--- config.mk ---
export PLATFORM = sky130hd
export DESIGN_NAME = writeback_queue
export DESIGN_NICKNAME = d
export VERILOG_FILES = /design/src/rtl/writeback_queue.sv
export SDC_FILE = /design/constraint.sdc
export NUM_CORES = 1
export LEC_CHECK = 0
export BUFFER_PORTS_ARGS = -buffer_cell sky130_fd_sc_hd__buf_2
export CAP_MARGIN = 40
export CORE_MARGIN = 2
export CORE_UTILIZATION = 55
export DETAILED_ROUTE_END_ITERATION = 12
export PLACE_DENSITY = 0.76
export SLEW_MARGIN = 25
export SYNTH_ARGS = -nofsm -noshare
export SYNTH_HDL_FRONTEND = slang
export SYNTH_SLANG_ARGS = --single-unit
--- constraint.sdc ---
create_clock -name clk -period 5.7 [get_ports clk]
set_input_delay 0.57 -clock clk [delete_from_list [all_inputs] [get_ports clk]]
set_output_delay 0.57 -clock clk [all_outputs]
set_load 0.005 [all_outputs]
--- src/rtl/writeback_queue.sv ---
// -----------------------------------------------------------------------------
// writeback_queue
//
// Purpose:
//   Small in-order writeback buffer that sits directly in front of the register
//   file write port. The execute/load path pushes destination-register writes
//   through a valid/ready handshake. The queue drains one entry per cycle into
//   writeEn/writeAddr/writeData unless wbStall holds the head. Two
//   combinational forwarding lookups let operand reads see values that are
//   still queued. Writes to x0 are accepted and silently dropped.
//
// Ports:
//   clk          in   1           clock, rising edge
//   reset        in   1           asynchronous, active-low reset
//   inValid      in   1           producer has a write request
//   inReady      out  1           queue can accept (count < Depth)
//   inAddr       in   IndexWidth  destination register
//   inData       in   DataWidth   value to write
//   wbStall      in   1           register file port unavailable, hold head
//   writeEn      out  1           register file write enable
//   writeAddr    out  IndexWidth  register file write address
//   writeData    out  DataWidth   register file write data
//   lookupAddr1  in   IndexWidth  forwarding query 1 (rs1)
//   lookupAddr2  in   IndexWidth  forwarding query 2 (rs2)
//   lookupHit1   out  1           queued write to lookupAddr1 exists
//   lookupHit2   out  1           queued write to lookupAddr2 exists
//   lookupData1  out  DataWidth   youngest queued value for lookupAddr1
//   lookupData2  out  DataWidth   youngest queued value for lookupAddr2
//   count        out  CountWidth  current occupancy
// -----------------------------------------------------------------------------
module writeback_queue #(
    parameter int DataWidth  = 32,
    parameter int NumRegs    = 32,
    parameter int IndexWidth = $clog2(NumRegs),
    parameter int Depth      = 4,
    parameter int CountWidth = $clog2(Depth + 1)
) (
    input  logic                  clk,
    input  logic                  reset,
    input  logic                  inValid,
    output logic                  inReady,
    input  logic [IndexWidth-1:0] inAddr,
    input  logic [DataWidth-1:0]  inData,
    input  logic                  wbStall,
    output logic                  writeEn,
    output logic [IndexWidth-1:0] writeAddr,
    output logic [DataWidth-1:0]  writeData,
    input  logic [IndexWidth-1:0] lookupAddr1,
    input  logic [IndexWidth-1:0] lookupAddr2,
    output logic                  lookupHit1,
    output logic                  lookupHit2,
    output logic [DataWidth-1:0]  lookupData1,
    output logic [DataWidth-1:0]  lookupData2,
    output logic [CountWidth-1:0] count
);

    localparam int PtrWidth = (Depth > 1) ? $clog2(Depth) : 1;
    localparam logic [CountWidth-1:0] DepthCount = CountWidth'(Depth);
    localparam logic [CountWidth-1:0] CountZero  = {CountWidth{1'b0}};
    localparam logic [CountWidth-1:0] CountOne   = {{(CountWidth-1){1'b0}}, 1'b1};
    localparam logic [PtrWidth-1:0]   PtrOne     = {{(PtrWidth-1){1'b0}}, 1'b1};
    localparam logic [IndexWidth-1:0] AddrZero   = {IndexWidth{1'b0}};
    localparam logic [DataWidth-1:0]  DataZero   = {DataWidth{1'b0}};

    // Entry storage; r_valid marks live slots so lookups ignore stale contents.
    logic [IndexWidth-1:0] r_addr [Depth];
    logic [DataWidth-1:0]  r_data [Depth];
    logic [Depth-1:0]      r_valid;
    logic [PtrWidth-1:0]   r_head;
    logic [PtrWidth-1:0]   r_tail;
    logic [CountWidth-1:0] r_count;

    logic                  w_accept;
    logic                  w_push;
    logic                  w_pop;
    logic [DataWidth:0]    w_look1;
    logic [DataWidth:0]    w_look2;

    // Youngest-match search. Slots are walked from head (oldest) towards tail,
    // so a later match overwrites an earlier one and the youngest value wins.
    // Register 0 never hits: it is architecturally hard-wired to zero.
    function automatic logic [DataWidth:0] f_lookup(
        input logic [IndexWidth-1:0] query,
        input logic [PtrWidth-1:0]   head,
        input logic [Depth-1:0]      valid,
        input logic [IndexWidth-1:0] addrs [Depth],
        input logic [DataWidth-1:0]  datas [Depth]
    );
        logic                 hit;
        logic [DataWidth-1:0] data;
        logic [PtrWidth-1:0]  idx;
        hit  = 1'b0;
        data = DataZero;
        for (int i = 0; i < Depth; i++) begin
            idx = head + PtrWidth'(i);
            if (valid[idx] && (addrs[idx] == query)) begin
                hit  = 1'b1;
                data = datas[idx];
            end else begin
                hit  = hit;
                data = data;
            end
        end
        if (query == AddrZero) begin
            hit  = 1'b0;
            data = DataZero;
        end else begin
            hit  = hit;
            data = data;
        end
        return {hit, data};
    endfunction

    // Handshake decode: an x0 write completes the handshake but allocates nothing.
    always_comb begin
        w_accept = inValid && (r_count < DepthCount);
        w_push   = w_accept && (inAddr != AddrZero);
        w_pop    = (r_count != CountZero) && !wbStall;
    end

    // Pointers, occupancy and valid bits; reset discards everything queued.
    always_ff @(posedge clk or negedge reset) begin
        if (!reset) begin
            r_head  <= {PtrWidth{1'b0}};
            r_tail  <= {PtrWidth{1'b0}};
            r_count <= CountZero;
            r_valid <= {Depth{1'b0}};
        end else begin
            if (w_push) begin
                r_tail          <= r_tail + PtrOne;
                r_valid[r_tail] <= 1'b1;
            end
            // Push and pop never target the same slot: a push with a pop
            // implies 0 < count < Depth, so head != tail.
            if (w_pop) begin
                r_head          <= r_head + PtrOne;
                r_valid[r_head] <= 1'b0;
            end
            case ({w_push, w_pop})
                2'b10:   r_count <= r_count + CountOne;
                2'b01:   r_count <= r_count - CountOne;
                default: r_count <= r_count;
            endcase
        end
    end

    // Entry payload capture at the tail slot.
    always_ff @(posedge clk or negedge reset) begin
        if (!reset) begin
            for (int i = 0; i < Depth; i++) begin
                r_addr[i] <= AddrZero;
                r_data[i] <= DataZero;
            end
        end else begin
            if (w_push) begin
                r_addr[r_tail] <= inAddr;
                r_data[r_tail] <= inData;
            end
        end
    end

    // Drain port and ready; outputs are forced to zero when nothing drains.
    always_comb begin
        inReady = (r_count < DepthCount);
        count   = r_count;
        if (w_pop) begin
            writeEn   = 1'b1;
            writeAddr = r_addr[r_head];
            writeData = r_data[r_head];
        end else begin
            writeEn   = 1'b0;
            writeAddr = AddrZero;
            writeData = DataZero;
        end
    end

    // Forwarding lookups; the in-flight inValid request is deliberately not searched.
    always_comb begin
        w_look1     = f_lookup(lookupAddr1, r_head, r_valid, r_addr, r_data);
        w_look2     = f_lookup(lookupAddr2, r_head, r_valid, r_addr, r_data);
        lookupHit1  = w_look1[DataWidth];
        lookupData1 = w_look1[DataWidth-1:0];
        lookupHit2  = w_look2[DataWidth];
        lookupData2 = w_look2[DataWidth-1:0];
    end

endmodule

After elaboration in Yosys (flattened, before gate mapping)
Cells that the tools add are included.
{"block": "totals", "reg_bits": 159, "input_bits": 51, "output_inout_bits": 108, "wordCells": 138}
{"block": "classes", "addsub": 6, "magnitude_cmp": 14, "n_eq_ne": 10, "muxes": 68, "bitwise_logic": 8, "reduce_logical": 20}
{"operator": "2-to-1 mux 32 bit", "count": 20}
{"operator": "binary-select mux 32 bit (select 2 bit)", "count": 4}
{"operator": "bitwise mux 128 bit", "count": 1}
{"operator": "demux 32 bit (select 2 bit)", "count": 1}
{"operator": "2-to-1 mux 5 bit", "count": 10}
{"operator": "binary-select mux 5 bit (select 2 bit)", "count": 4}
{"operator": "equality test 5 bit", "count": 8}
{"operator": "bitwise mux 20 bit", "count": 1}
{"operator": "2-to-1 mux 1 bit", "count": 17}
{"operator": ">= comparator 3 bit, second input constant", "count": 5}
{"operator": "less-than comparator 2 x 3 -> 1 bit, second input constant", "count": 5}
{"operator": "NOT 2 -> 3 bit", "count": 5}
{"operator": "logical AND 1 bit", "count": 14}
{"operator": "demux 5 bit (select 2 bit)", "count": 1}
{"operator": "zero test 5 bit", "count": 2}
{"operator": "binary-select mux 1 bit (select 2 bit)", "count": 4}
{"operator": "2-to-1 mux 4 bit", "count": 2}
{"operator": "one-hot mux 3 bit (2 select lines)", "count": 1}
{"operator": "nonzero test 5 bit", "count": 1}
{"operator": "adder 2 x 1 -> 2 bit, second input constant", "count": 2}
{"operator": "adder 2 bit, second input constant", "count": 2}
{"operator": "bitwise AND 4 bit", "count": 1}
{"operator": "demux 1 bit (select 2 bit)", "count": 2}
{"operator": ">= comparator 2 x 1 -> 1 bit, second input constant", "count": 2}
{"operator": "other kinds (11)", "count": 11}

Longest topological paths before layout
{"block": "logic_depth", "depth_word": 11, "mapped_depth": 19}

Worst setup path before layout
Ideal clock, no wire load.
{"block": "synth_timing", "path_type": "register to output", "from": "register r_head[1]", "to": "output lookupData2[3]", "arrival_time_ns": 3.957, "required_ns": 5.130, "path_slack_ns": 1.173, "stages_incl_launch_ff": 18, "n_path_buf": 8, "path_cell_list": "dfrtp_1 > buf_2 > buf_2 > buf_2 > buf_1 > inv_1 > ha_1 > buf_6 > buf_8 > mux4_2 > xor2_1 > nor4_1 > and3_1 > buf_6 > buf_8 > mux2i_1 > a2bb2oi_2 > a21oi_2"}
{"block": "synth_between", "elab_chain_cells": 11}
{"element": "from (decl)", "line": "69", "source": "logic [PtrWidth-1:0] r_head;"}
{"element": "from (signal assigned)", "line": "124", "source": "r_head <= {PtrWidth{1'b0}};"}
{"element": "from (signal assigned)", "line": "136", "source": "r_head <= r_head + PtrOne;"}
{"element": "adder 2 x 1 -> 2 bit / NOT 2 -> 3 bit (equally long branches)", "line": "95, 96, 98"}
{"element": "NOT 2 -> 3 bit (not written as such) / binary-select mux 5 bit (select 2 bit) (equally long branches)", "line": "96, 98"}
{"element": "binary-select mux 5 bit (select 2 bit) / 2-to-1 mux 5 bit (equally long branches)", "line": "96", "source": "if (valid[idx] && (addrs[idx] == query)) begin"}
{"element": "2-to-1 mux 5 bit (not written as such)", "line": "96"}
{"element": "2-to-1 mux 5 bit (not written as such) / equality test 5 bit (equally long branches)", "line": "96"}
{"element": "equality test 5 bit / logical AND 1 bit (equally long branches)", "line": "96"}
{"element": "logical AND 1 bit / 2-to-1 mux 32 bit (equally long branches)", "line": "96"}
{"element": "2-to-1 mux 32 bit (2 in a row)", "line": "96"}
{"element": "2-to-1 mux 32 bit *", "line": "96"}
{"element": "2-to-1 mux 32 bit *", "line": "104", "source": "if (query == AddrZero) begin"}
{"element": "to (decl)", "line": "53", "source": "output logic [DataWidth-1:0] lookupData2,"}
Mark *: on every way between the ends. The rest lies on a longest branch, timed or not. The select of a mux whose other input is x is not followed.

Worst setup path after layout
{"block": "layout_timing", "from": "register r_head[0]", "to": "output lookupData1[11]"}
{"block": "layout_between", "elab_chain_cells": 11}
{"element": "adder 2 x 1 -> 2 bit / NOT 2 -> 3 bit (equally long branches)", "line": "95, 96, 98"}
{"element": "NOT 2 -> 3 bit (not written as such) / binary-select mux 5 bit (select 2 bit) (equally long branches)", "line": "96, 98"}
{"element": "binary-select mux 5 bit (select 2 bit) / 2-to-1 mux 5 bit (equally long branches)", "line": "96"}
{"element": "2-to-1 mux 5 bit (not written as such)", "line": "96"}
{"element": "2-to-1 mux 5 bit (not written as such) / equality test 5 bit (equally long branches)", "line": "96"}
{"element": "equality test 5 bit / logical AND 1 bit (equally long branches)", "line": "96"}
{"element": "logical AND 1 bit / 2-to-1 mux 32 bit (equally long branches)", "line": "96"}
{"element": "2-to-1 mux 32 bit (2 in a row)", "line": "96"}
{"element": "2-to-1 mux 32 bit *", "line": "96"}
{"element": "2-to-1 mux 32 bit *", "line": "104"}
{"element": "to (decl)", "line": "52", "source": "output logic [DataWidth-1:0] lookupData1,"}
Marked as above.

==> impl_metrics.json <==
{
  "areaGrowthSynthToFinish_pct": 11.10,
  "clk_transition_reported_paths_ns": 0.07,
  "synthesis.yosys.warnings": 0,
  "average_cell_area_after_synthesis_um2": 13.48,
  "drt.antenna.violating_nets": 0,
  "setup-violations-final": 0,
  "crit_required_ns": 5.13,
  "power-per-cell-area_mw_per_mm2": 689.7,
  "worst_setup_path_end_kind": "output port",
  "cap_violations": 0,
  "avgRoutedWirePerCell_um": 24.64,
  "power_leakage_nw": 5.844,
  "fp.coreArea_mm2": 0.02354,
  "timing_worst_setup_path_type": "reg2out",
  "finish.net_count": 1139,
  "ir_worst_vdd_v": 0.0003200,
  "asyncSetResetFlopFracSynth_pct": 100.0,
  "final_core_utilization_pct": 62.39,
  "gr-usage-met2_pct": 44.82,
  "worst_skew_pair.late_latency_ns": 0.44,
  "met3_capacity_usage_during_global_routing_pct": 6.356,
  "finalHoldViolations": 0,
  "fmax_ghz": 0.1951,
  "ys_ff_latch": 159,
  "fin_crit_sh_pct": 89.93,
  "cp_max_fo": 35,
  "chipWidth_um": 159.0,
  "die_area_mm2": 0.02530,
  "tritoncts.num_buffers": 17,
  "post-route-min-period_ns": 5.126,
  "globalRoute.busiestLayer": "met2",
  "mappedNetlistArea_mm2": 0.01322,
  "drt-pass1-iter-count": 5,
  "cts-hold-fix-buffers": 0,
  "number_of_synthesized_flops_with_an_enable_pin": 0,
  "grt.total_usage_pct": 27.93,
  "drc": 0,
  "gr-usage-met1_pct": 37.48,
  "post_synthesis_instance_total": 981,
  "synth.yosys.seq_area_share_pct": 30.09,
  "max_slew_margin_pct": 34.18,
  "post_cts_buffers": 0,
  "worst_min_delay_path_class": "in2async",
  "critical_path.startpoint_type": "flip-flop",
  "drive_gt1_share_pct": 58.20,
  "detailroute.via_count": 9642,
  "run_status": "completed",
  "tightest_pin_transition_ns": 0.9873,
  "synth.net_count": 1042,
  "die_h_um": 159.0,
  "placement_rows": 56,
  "design_power_total_mw": 10.13,
  "unique_cell_type_count_in_the_yosys_netlist": 52,
  "fin_skew_ns": 0.005937,
  "overall_routed_net_length_um": 34790,
  "rsz0062_at_grt": "false",
  "gr-total-overflow": 0,
  "first_iter_violations": 829,
  "maximum_number_of_pins_on_one_net_before_global_route_repair": 130,
  "ctsRootBufferMaster": "clkbuf_16",
  "starting_density_pct": 56.16,
  "report.final.slew_viol_count": 0,
  "yosys_most_used_dff": "dfrtp_1",
  "quantity_of_gates_resized_following_cts": 0,
  "number_of_global_route_vias_before_repair": 9814,
  "ioPinCount": 159,
  "first_pass_grt_wire_length_um": 55950,
  "sum_neg_setup_slack_ns": 0,
  "htree_levels": 4,
  "viasPerCell": 6.829,
  "antenna_found_initial": 2,
  "gp_congestion": 0.8458,
  "io_buffers": 158,
  "numClockSinks": 159,
  "worstPathArrival_ns": 4.56,
  "cts-root-to-sink-buffers": 2,
  "hpwlAfterDp_um": 22030,
  "tritoncts": "built"
}
## placed cells by master (no fill, tap or decap), types with 5 or more instances in the layout
cell type / synthesis / final
and2_1: 37 / 37
a2bb2oi_1: 9 / 9
buf_4: 5 / 19
mux2_2: 148 / 148
inv_6: 0 / 6
a21oi_1: 11 / 11
buf_2: 26 / 157
nand2_1: 16 / 12
a21oi_2: 49 / 49
mux4_2: 152 / 152
clkbuf_16: 0 / 17
xnor2_1: 25 / 25
ha_1: 9 / 8
dfrtp_1: 159 / 157
mux2i_1: 61 / 61
nor2_1: 5 / 5
a2bb2oi_2: 50 / 50
o21ai_0: 60 / 60
inv_1: 14 / 14
xor2_1: 20 / 20
## layer usage
layer  wire [um]  up-vias  share of wire, %
met5          13        -             0.037
met4        1038        2               3.0
met3        2752       70               7.9
met2       17070      483                49
met1       13920     5012                40
li1            -     4075                 -
## cells by family after synthesis
group / synth area share (%)
adders and majority gates: 1.003
muxes: 43.12
and+or+nand+nor: 3.795
buffers and inverters: 5.205
AOI/OAI and AO/OA: 13.81
xor gates and xnor gates: 2.981
DFF: 30.09
## synthesized netlist by cell type, drive strengths merged (15+ instances only)
cell | instances | area (um^2)
buf | 57 | 455.4
xnor2 | 25 | 219.0
a21oi | 60 | 484.2
and2 | 37 | 231.5
nand2 | 16 | 60.06
clkbuf | 47 | 176.4
dfrtp | 159 | 3979
xor2 | 20 | 175.2
mux4 | 152 | 3423
mux2i | 61 | 610.6
mux2 | 148 | 1667
a2bb2oi | 59 | 829.6
o21ai | 64 | 320.3
inv | 15 | 56.30
## final timing paths
check	to	slack, ns	from	cells after the start
worst min-delay path	r_data[6]	0.07	reset	1
worst min register to register	count[0]	0.50	count[0]	1
max in group asynchronous	r_head[1]	4.26	reset	3
worst max-delay path	lookupData1[11]	0.57	r_head[0]	11
min in group clk	r_data[87]	0.40	inData[23]	2
worst max register to register	count[2]	3.38	count[2]	9
## sequential cells by signal, summed over array words and instances (netlist names)
register	count
r_addr	20
count	3
r_valid	4
r_tail	2
r_head	2
r_data	128
## where the power goes
group | switching (mW) | internal, mW | total [mW]
Sequential | 0.757 | 1.71 | 2.46
Clock | 0.528 | 0.571 | 1.10
Combinational | 2.90 | 3.67 | 6.57
Total | 4.18 | 5.95 | 10.1
## per-stage QoR
step,hold WS [ns],setup WS [ns],cell area [um^2],instances
floorplan,0.2744,1.173,13220,981
global placement,0.4875,1.189,14050,1375
detailed placement,0.4864,1.066,14100,1377
CTS,0.07600,0.5919,14660,1409
global route,0.1005,0.3335,14690,1411
finish,0.07034,0.5740,14690,1412
## cell type report
| type | instances | area, um^2 |
|---|---|---|
| inverter | 15 | 56.30 |
| tap | 319 | 399.1 |
| multi-input combinational | 703 | 8627 |
| antenna | 2 | 5.005 |
| clock buffer | 17 | 425.4 |
| timing repair buffer | 182 | 1062 |
| clock inverter | 15 | 127.6 |
| fill | 1829 | 8853 |
| sequential | 159 | 3986 |
## worst max-delay path, cell delays in order, from the launching register on
cell	delay, ns
dfrtp_4	0.72
inv_1	0.21
ha_4	0.43
mux4_2	0.57
xor2_1	0.16
nor4_1	0.36
and3_2	0.29
buf_4	0.58
mux2i_1	0.18
a2bb2oi_2	0.17
a21oi_2	0.26
buf_2	0.16
No activity file was read; power rests on OpenSTA's default activity.
